**src/rtl/hex_display_ctrl.sv**
```systemverilog
// Binary-to-display feeder: accepts a value via Load/Ready, renders it as hex or
// BCD nibbles (serial double dabble), and drives leading-zero blanking enables.
module hex_display_ctrl #(
  parameter int WIDTH  = 16,
  parameter int DIGITS = 6
) (
  input  logic                  Clk,
  input  logic                  Reset,
  input  logic [WIDTH-1:0]      Value,
  input  logic                  Decimal,
  input  logic                  Blank_Lz,
  input  logic                  Load,
  output logic                  Ready,
  output logic                  Done,
  output logic                  Ovf,
  output logic [4*DIGITS-1:0]   Digits,
  output logic [DIGITS-1:0]     Digit_En
);

  localparam int NB = 4 * DIGITS;
  localparam int CW = $clog2(WIDTH + 1);
  localparam int XW = (WIDTH > NB) ? WIDTH : NB;

  typedef enum logic [1:0] {IDLE, CONVERT, COMMIT} state_t;

  state_t            state_q, state_d;
  logic [CW-1:0]     cnt_q, cnt_d;
  logic [WIDTH-1:0]  bin_q, bin_d;
  logic [NB-1:0]     bcd_q, bcd_d;
  logic              dec_q, dec_d;
  logic              blz_q, blz_d;
  logic              bovf_q, bovf_d;
  logic [NB-1:0]     digits_q, digits_d;
  logic [DIGITS-1:0] en_q, en_d;
  logic              ovf_q, ovf_d;
  logic              done_q, done_d;
  logic [NB-1:0]     adj;
  logic [XW-1:0]     ext;

  function automatic logic [NB-1:0] add3(input logic [NB-1:0] b);
    logic [NB-1:0] r;
    r = b;
    for (int i = 0; i < DIGITS; i++) begin
      if (r[4*i +: 4] >= 4'd5) r[4*i +: 4] = r[4*i +: 4] + 4'd3;
    end
    return r;
  endfunction

  // Enable every digit at or below the most significant nonzero one; digit 0 always on.
  function automatic logic [DIGITS-1:0] blank_en(input logic [NB-1:0] d, input logic blz);
    logic [DIGITS-1:0] en;
    logic seen;
    seen = 1'b0;
    en   = '0;
    for (int i = DIGITS - 1; i >= 0; i--) begin
      seen  = seen | (d[4*i +: 4] != 4'd0);
      en[i] = seen | ~blz | (i == 0);
    end
    return en;
  endfunction

  always_comb begin
    state_d  = state_q;
    cnt_d    = cnt_q;
    bin_d    = bin_q;
    bcd_d    = bcd_q;
    dec_d    = dec_q;
    blz_d    = blz_q;
    bovf_d   = bovf_q;
    digits_d = digits_q;
    en_d     = en_q;
    ovf_d    = ovf_q;
    done_d   = 1'b0;
    adj      = add3(bcd_q);
    ext      = XW'(bin_q);
    case (state_q)
      IDLE: begin
        if (Load) begin
          bin_d   = Value;
          dec_d   = Decimal;
          blz_d   = Blank_Lz;
          bcd_d   = '0;
          bovf_d  = 1'b0;
          cnt_d   = '0;
          state_d = Decimal ? CONVERT : COMMIT;
        end
      end
      CONVERT: begin
        // Adjust then shift {bcd, bin}; a bit leaving the BCD MSB is sticky overflow.
        bcd_d  = {adj[NB-2:0], bin_q[WIDTH-1]};
        bovf_d = bovf_q | adj[NB-1];
        bin_d  = bin_q << 1;
        cnt_d  = cnt_q + 1'b1;
        if (cnt_q == CW'(WIDTH - 1)) state_d = COMMIT;
      end
      COMMIT: begin
        if (dec_q) begin
          digits_d = bcd_q;
          ovf_d    = bovf_q;
        end else begin
          digits_d = ext[NB-1:0];
          ovf_d    = |(ext >> NB);
        end
        en_d    = blank_en(digits_d, blz_q);
        done_d  = 1'b1;
        state_d = IDLE;
      end
      default: state_d = IDLE;
    endcase
  end

  always_ff @(posedge Clk or posedge Reset) begin
    if (Reset) begin
      state_q  <= IDLE;
      cnt_q    <= '0;
      digits_q <= '0;
      en_q     <= '1;
      ovf_q    <= 1'b0;
      done_q   <= 1'b0;
    end else begin
      state_q  <= state_d;
      cnt_q    <= cnt_d;
      digits_q <= digits_d;
      en_q     <= en_d;
      ovf_q    <= ovf_d;
      done_q   <= done_d;
    end
  end

  // Working registers are always reloaded on Load, so they carry no reset.
  always_ff @(posedge Clk) begin
    bin_q  <= bin_d;
    bcd_q  <= bcd_d;
    dec_q  <= dec_d;
    blz_q  <= blz_d;
    bovf_q <= bovf_d;
  end

  assign Ready    = (state_q == IDLE);
  assign Done     = done_q;
  assign Ovf      = ovf_q;
  assign Digits   = digits_q;
  assign Digit_En = en_q;

endmodule

```
**config.mk**
```make
export PLATFORM = sky130hd
export DESIGN_NAME = hex_display_ctrl
export DESIGN_NICKNAME = d
export VERILOG_FILES = /design/src/rtl/hex_display_ctrl.sv
export SDC_FILE = /design/constraint.sdc
export NUM_CORES = 1
export LEC_CHECK = 0
export ABC_AREA = 1
export ABC_CLOCK_PERIOD_IN_PS = 1970
export BUFFER_PORTS_ARGS = -buffer_cell sky130_fd_sc_hd__buf_2
export CAP_MARGIN = 20
export CORE_MARGIN = 2
export CORE_UTILIZATION = 35
export DETAILED_ROUTE_END_ITERATION = 8
export GPL_ROUTABILITY_DRIVEN = 0
export PLACE_DENSITY = 0.59
export SYNTH_ARGS = -nofsm -noshare
export SYNTH_HDL_FRONTEND = slang
export SYNTH_SLANG_ARGS = --single-unit
```
**constraint.sdc**
```tcl
create_clock -name Clk -period 1.97 [get_ports Clk]
set_clock_uncertainty 0.2 [all_clocks]
set_input_delay 0.2955 -clock Clk [delete_from_list [all_inputs] [get_ports Clk]]
set_output_delay 0.2955 -clock Clk [all_outputs]
set_load 0.01 [all_outputs]
```
==> Yosys cells after proc, flatten, opt, wreduce, memory -nomap -nowiden <==
Index checks and enable logic that the tools add are counted.
{ "totals": {"regBits": 81, "inputBits": 21, "out_inout_bits": 33} }
{ "op_classes": {"n_addsub": 7, "magnitude_cmp": 6, "n_eq_ne": 5, "mux": 22, "n_bitwise": 11, "n_reduce_logical": 10} }
{ "op_table": {"columns": ["op", "count"], "rows": [
  ["$mux 24", 3],
  ["$pmux 24 s2", 1],
  ["$pmux 16 s2", 1],
  ["$add 4x2->4 const B", 6],
  ["$ge 4x3->1 const B", 6],
  ["$mux 4", 6],
  ["$reduce_bool 4->1", 5],
  ["$mux 16", 1],
  ["$or 1x1->1", 10],
  ["$pmux 5 s2", 1],
  ["$mux 2", 3],
  ["$reduce_and 2->1", 3],
  ["$add 5x1->5 const B", 1],
  ["$eq 5x4->1 const B", 1],
  ["$mux 5", 1],
  ["$ne 2x2->1 const B", 2],
  ["$pmux 2 s2", 1],
  ["$mux 1", 3],
  ["$eq 2x1->1 const B", 1],
  ["$eq 2x2->1 const B", 1],
  ["$logic_not 2->1", 1],
  ["$pmux 1 s2", 1],
  ["$reduce_bool 2->1", 1],
  ["$not 1->1", 1]
]} }

==> Longest topological paths before layout <==
{ "depth": {"depth_word": 8, "mapped_depth": 8, "mapped_depth_nobuf": 7} }

==> Worst setup path after synthesis <==
No wires, ideal clock.
{ "synth_timing": {"path_type": "register -> register", "from": "reg state_q[1]", "to": "reg bcd_q[0] (enable)", "t_arrival_ns": 1.529, "required_time_ns": 1.367, "path_slack_ns": -0.162, "path_stages_with_launch": 4, "n_path_buf": 0, "period_less_slack_ns": 2.132, "cell_sequence": "dfrtp_1 > inv_1 > nand2_2 > nand2_1"} }
{ "synth_between": {"elab_chain_cells": 3, "elab_cells_between_ends": 5, "classes_between": "2 x eq/ne; 3 x reduce/logical"} }
{ "synth_rtl": {"columns": ["element", "line_no", "text"], "rows": [
  ["start, declared", "26", "state_t state_q, state_d;"],
  ["start signal, assigned", "121", "state_q <= state_d;"],
  ["$eq 2x1->1 / $logic_not 2->1 (equally long branches)", "76", "case (state_q)"],
  ["$reduce_bool 2->1 (no source line) / $ne 2x2->1 (equally long branches)", null, null],
  ["$reduce_and 2->1 (no source line) (*)", null, null],
  ["end signal, assigned", "133", "bcd_q <= bcd_d;"],
  ["end, declared", "29", "logic [NB-1:0] bcd_q, bcd_d;"]
]} }
Every way passes the cells marked *; elsewhere a longest branch is shown, timed or not.
A chain may end at the register's enable or synchronous reset.

==> Worst setup path after layout <==
{ "layout_timing": {"from": "reg bcd_q[8]", "to": "reg bcd_q[9], data pin"} }
{ "layout_between": {"elab_chain_cells": 3, "elab_cells_between_ends": 4, "classes_between": "1 x add/sub; 1 x order compare; 2 x mux"} }
{ "layout_rtl": {"columns": ["element", "line_no", "text"], "rows": [
  ["$add 4x2->4 / $ge 4x3->1 (equally long branches)", "44", "if (r[4*i +: 4] >= 4'd5) r[4*i +: 4] = r[4*i +: 4] + 4'd3;"],
  ["$mux 4 (*)", "44", null],
  ["$pmux 24 s2 (*)", "76", null]
]} }
Marks and branches as above.

==> metrics.md <==
| Metric | Value |
|---|---|
| Status | finished, final reports clean |
| Fin util | 41.76% |
| Unrepaired setup endpoints after global routing | no |
| Core area | 10,890 um2 |
| Arrival @ worst endpoint | 1620 ps |
| Syn Area/Cell | 8.980 um2 |
| TritonCTS clock tree | yes |
| Met3 Wirelength | 436 um |
| Crit. End Element | flip-flop |
| Antenna Nets Post-Route | 0 |
| Pwr/cell area | 1644 nW/um2 |
| Postcts setup bufs | 0 |
| Fraction of layout cells with a size suffix above 1 | 17.76% |
| Maximum clock rate | 582.3 MHz |
| Yosys top cell by area | edfxtp_1 |
| Total Power | 7.474 mW |
| Switching Power | 3.146 mW |
| Slew @ Worst Pin | 531.0 ps |
| Io pins | 54 |
| CP max stage delay | 470 ps |
| Setup TNS | 0 ps |
| Largest net degree at the start of global routing | 39 |
| Most frequent cell after synthesis | nand2_1 |
| M1 WL | 4.197 mm |
| Req. time, crit path | 1880 ps |
| Die W | 109.6 um |
| Hold slack | 9.554 ps |
| Total internal power | 4.328 mW |
| Wire length per cell | 13.84 um |
| Total Routed Length | 8.873 mm |
| Post-synth top area share | 33.06% |
| Hold_buf cts | 4 |
| Switching Fraction | 42.09% |
| Clk Latency, worst-skew pair | 360 ps |
| Critical Path Slowest Stage Cell | edfxtp_1 |
| Max cap viols | 0 |
| # H-tree levels | 3 |
| Die area | 12,020 um2 |
| Hold Path Class | input pin to flip-flop |
| Placed Area | 4344 um2 |
| Net Count, Synth | 470 |
| Fin cells | 641 |
| Top post-synthesis cells by area | edfxtp_1 33%, dfrtp_1 21%, nand2_1 13% |
| N_diodes | 0 |
| Post-CTS sizing | 0 |
| Total Routing Usage GR | 15.63% |
| Final nets | 531 |
| EDFF count, synth | 43 |
| Period minus WS final | 1717 ps |
| Final setup violation count | 0 |
| Crit start category | flip-flop |
| Uppermost layer routed | met4 |
| Setup WS post-layout | 252.6 ps |
| Area grow syn2layout | 16.40% |
| Total number of vias | 3,020 |
| Pre-antenna DRT Iters | 4 |
| Post-synthesis cell area | 3906 um2 |
| Commonest cells post-synth | 139 x nand2_1, 43 x edfxtp_1, 41 x nor2_1, 41 x o21ai_0 |
| Mapped Cells | 435 |
| WS Path Type | flip-flop to flip-flop |
| Placement Setup Slack | 254.2 ps |
| # rows | 38 |
| Post-DP HPWL | 6.081 mm |
| Cell mode on critical path | nor2_1 |
| Final Hold Fails | 0 |
| Yosys cell types | 26 |
| GRT overflow | 0 |
| DR vias/cell | 4.711 |
| # DRC | 0 |
| Vias in the first global route | 2,867 |
| Clock Pin Slew Worst Setup and Hold Paths | 90 ps |
| Met2 WL post-DR | 4.127 mm |
| Comb power frac | 40.7% |
| Clock buffer depth | 2 |
| Headroom to the max-slew limit | 64.55% |
| First-pass GRT wire length | 14.20 mm |
| Starting density of the core | 35.88% |
| Initial antenna violation count | 0 |
| DRT iter0 DRCs | 133 |
| Synth warn | 0 |
| Clk pwr share | 14.5% |
| Crit-path cells | inv_1 -> ha_1 -> nor2_1 -> nor2_1 -> nand2_1 -> o21ai_0 -> a21oi_1 |
| Final period utilization | 87.18% |
| IO buf count | 52 |
| Max Fanout on Critical Path | 5 |
| Lkg Pwr | 2.133 nW |
| Synth Flop Type | edfxtp_1 |
| Max-slew violations | 0 |
| Peak supply drop | 0.4917 mV |
| Placed Cells | 621 |
| Inserted Clock Buffers | 9 |
| Clock root cell | clkbuf_8 |
| Seq pwr share | 44.8% |
| TritonCTS sink count | 81 |
| #FFs+latches synth | 81 |
| Post-synth ARST share | 46.91% |
| Final instance area | 4547 um2 |
| Die Y | 109.6 um |
| Sequential area share after synthesis | 57.56% |
cells by family (layout without fill, tap and decap cells):
logic type      after synthesis  count (layout)  share of synthesized area (%)
compound gates               86              86                          11.50
buf+inv                      55             121                          6.310
other cells                   1               1                        0.09600
xor+xnor                      3               3                         0.6728
flops                        81              81                          57.56
fa+ha+maj                    14              14                          4.484
simple gates                195             195                          19.38
power groups by stage:
stage / Combinational [mW] / Clock [mW] / Sequential (mW)
finish: 3.05 / 1.08 / 3.35
global route: 3.49 / 1.18 / 3.46
CTS: 3.09 / 1.10 / 3.35
global placement: 2.99 / 0 / 3.37
detailed placement: 3.06 / 0 / 3.38
floorplan: 1.98 / 0 / 3.38
sequential cells by signal, indices dropped and copies added (netlist names):
signal    count
Digits       24
bcd_q        24
bin_q        16
Digit_En      5
cnt_q         5
state_q       2
Done          1
Ovf           1
blz_q         1
bovf_q        1
dec_q         1
layout make-up:
type	count	area (um2)
inverter	39	146.4
clock inverter	6	35.03
tap	140	175.2
multi-input combinational	299	1414
clock buffer	10	127.6
timing repair buffer	66	400.4
sequential	81	2248
fill	1095	6341
final timing paths:
path                            slack, ps  cells past startpoint        start           to
worst min register to register        270                      2  Digit_En[4]  Digit_En[4]
worst max register to register        250                      7     bcd_q[8]     bcd_q[9]
worst max-delay path                  250                      7     bcd_q[8]     bcd_q[9]
max in group asynchronous             790                      4        Reset  Digit_En[3]
min in group asynchronous             400                      4        Reset   state_q[1]
worst min-delay path                   10                      3    Value[10]    bin_q[10]
placed cells by master, fill, tap and decap left out, types with 2 or more instances in the layout:
cell type        n
nand2_2          3
buf_4            8
clkinv_2         4
o21ai_0         41
nand4_1          2
inv_1           35
a31oi_1          5
buf_2           52
clkinvlp_4       2
a21oi_1         35
edfxtp_1        43
nor2_1          41
nand2_1        138
dlygate4sd3_1    4
clkbuf_8         9
ha_1            14
dfstp_2          5
nand3_1          5
buf_12           2
xor2_1           3
inv_2            4
dfrtp_1         33
nor3_1           5
worst max-delay path: cells and delay by family, from the launching register on:
kind	cells	cell delay [ps]
simple gates	3	270
buf+inv	1	120
flops	1	470
fa+ha+maj	1	190
compound gates	2	230
metal layers:
metal  track usage (%)  vias to the layer above
met5                 0                        -
met4             3.978                        0
met3             4.683                        8
met2             25.26                       65
met1             20.55                     1398
li1                  -                     1549
(Power assumes the default switching activity.)
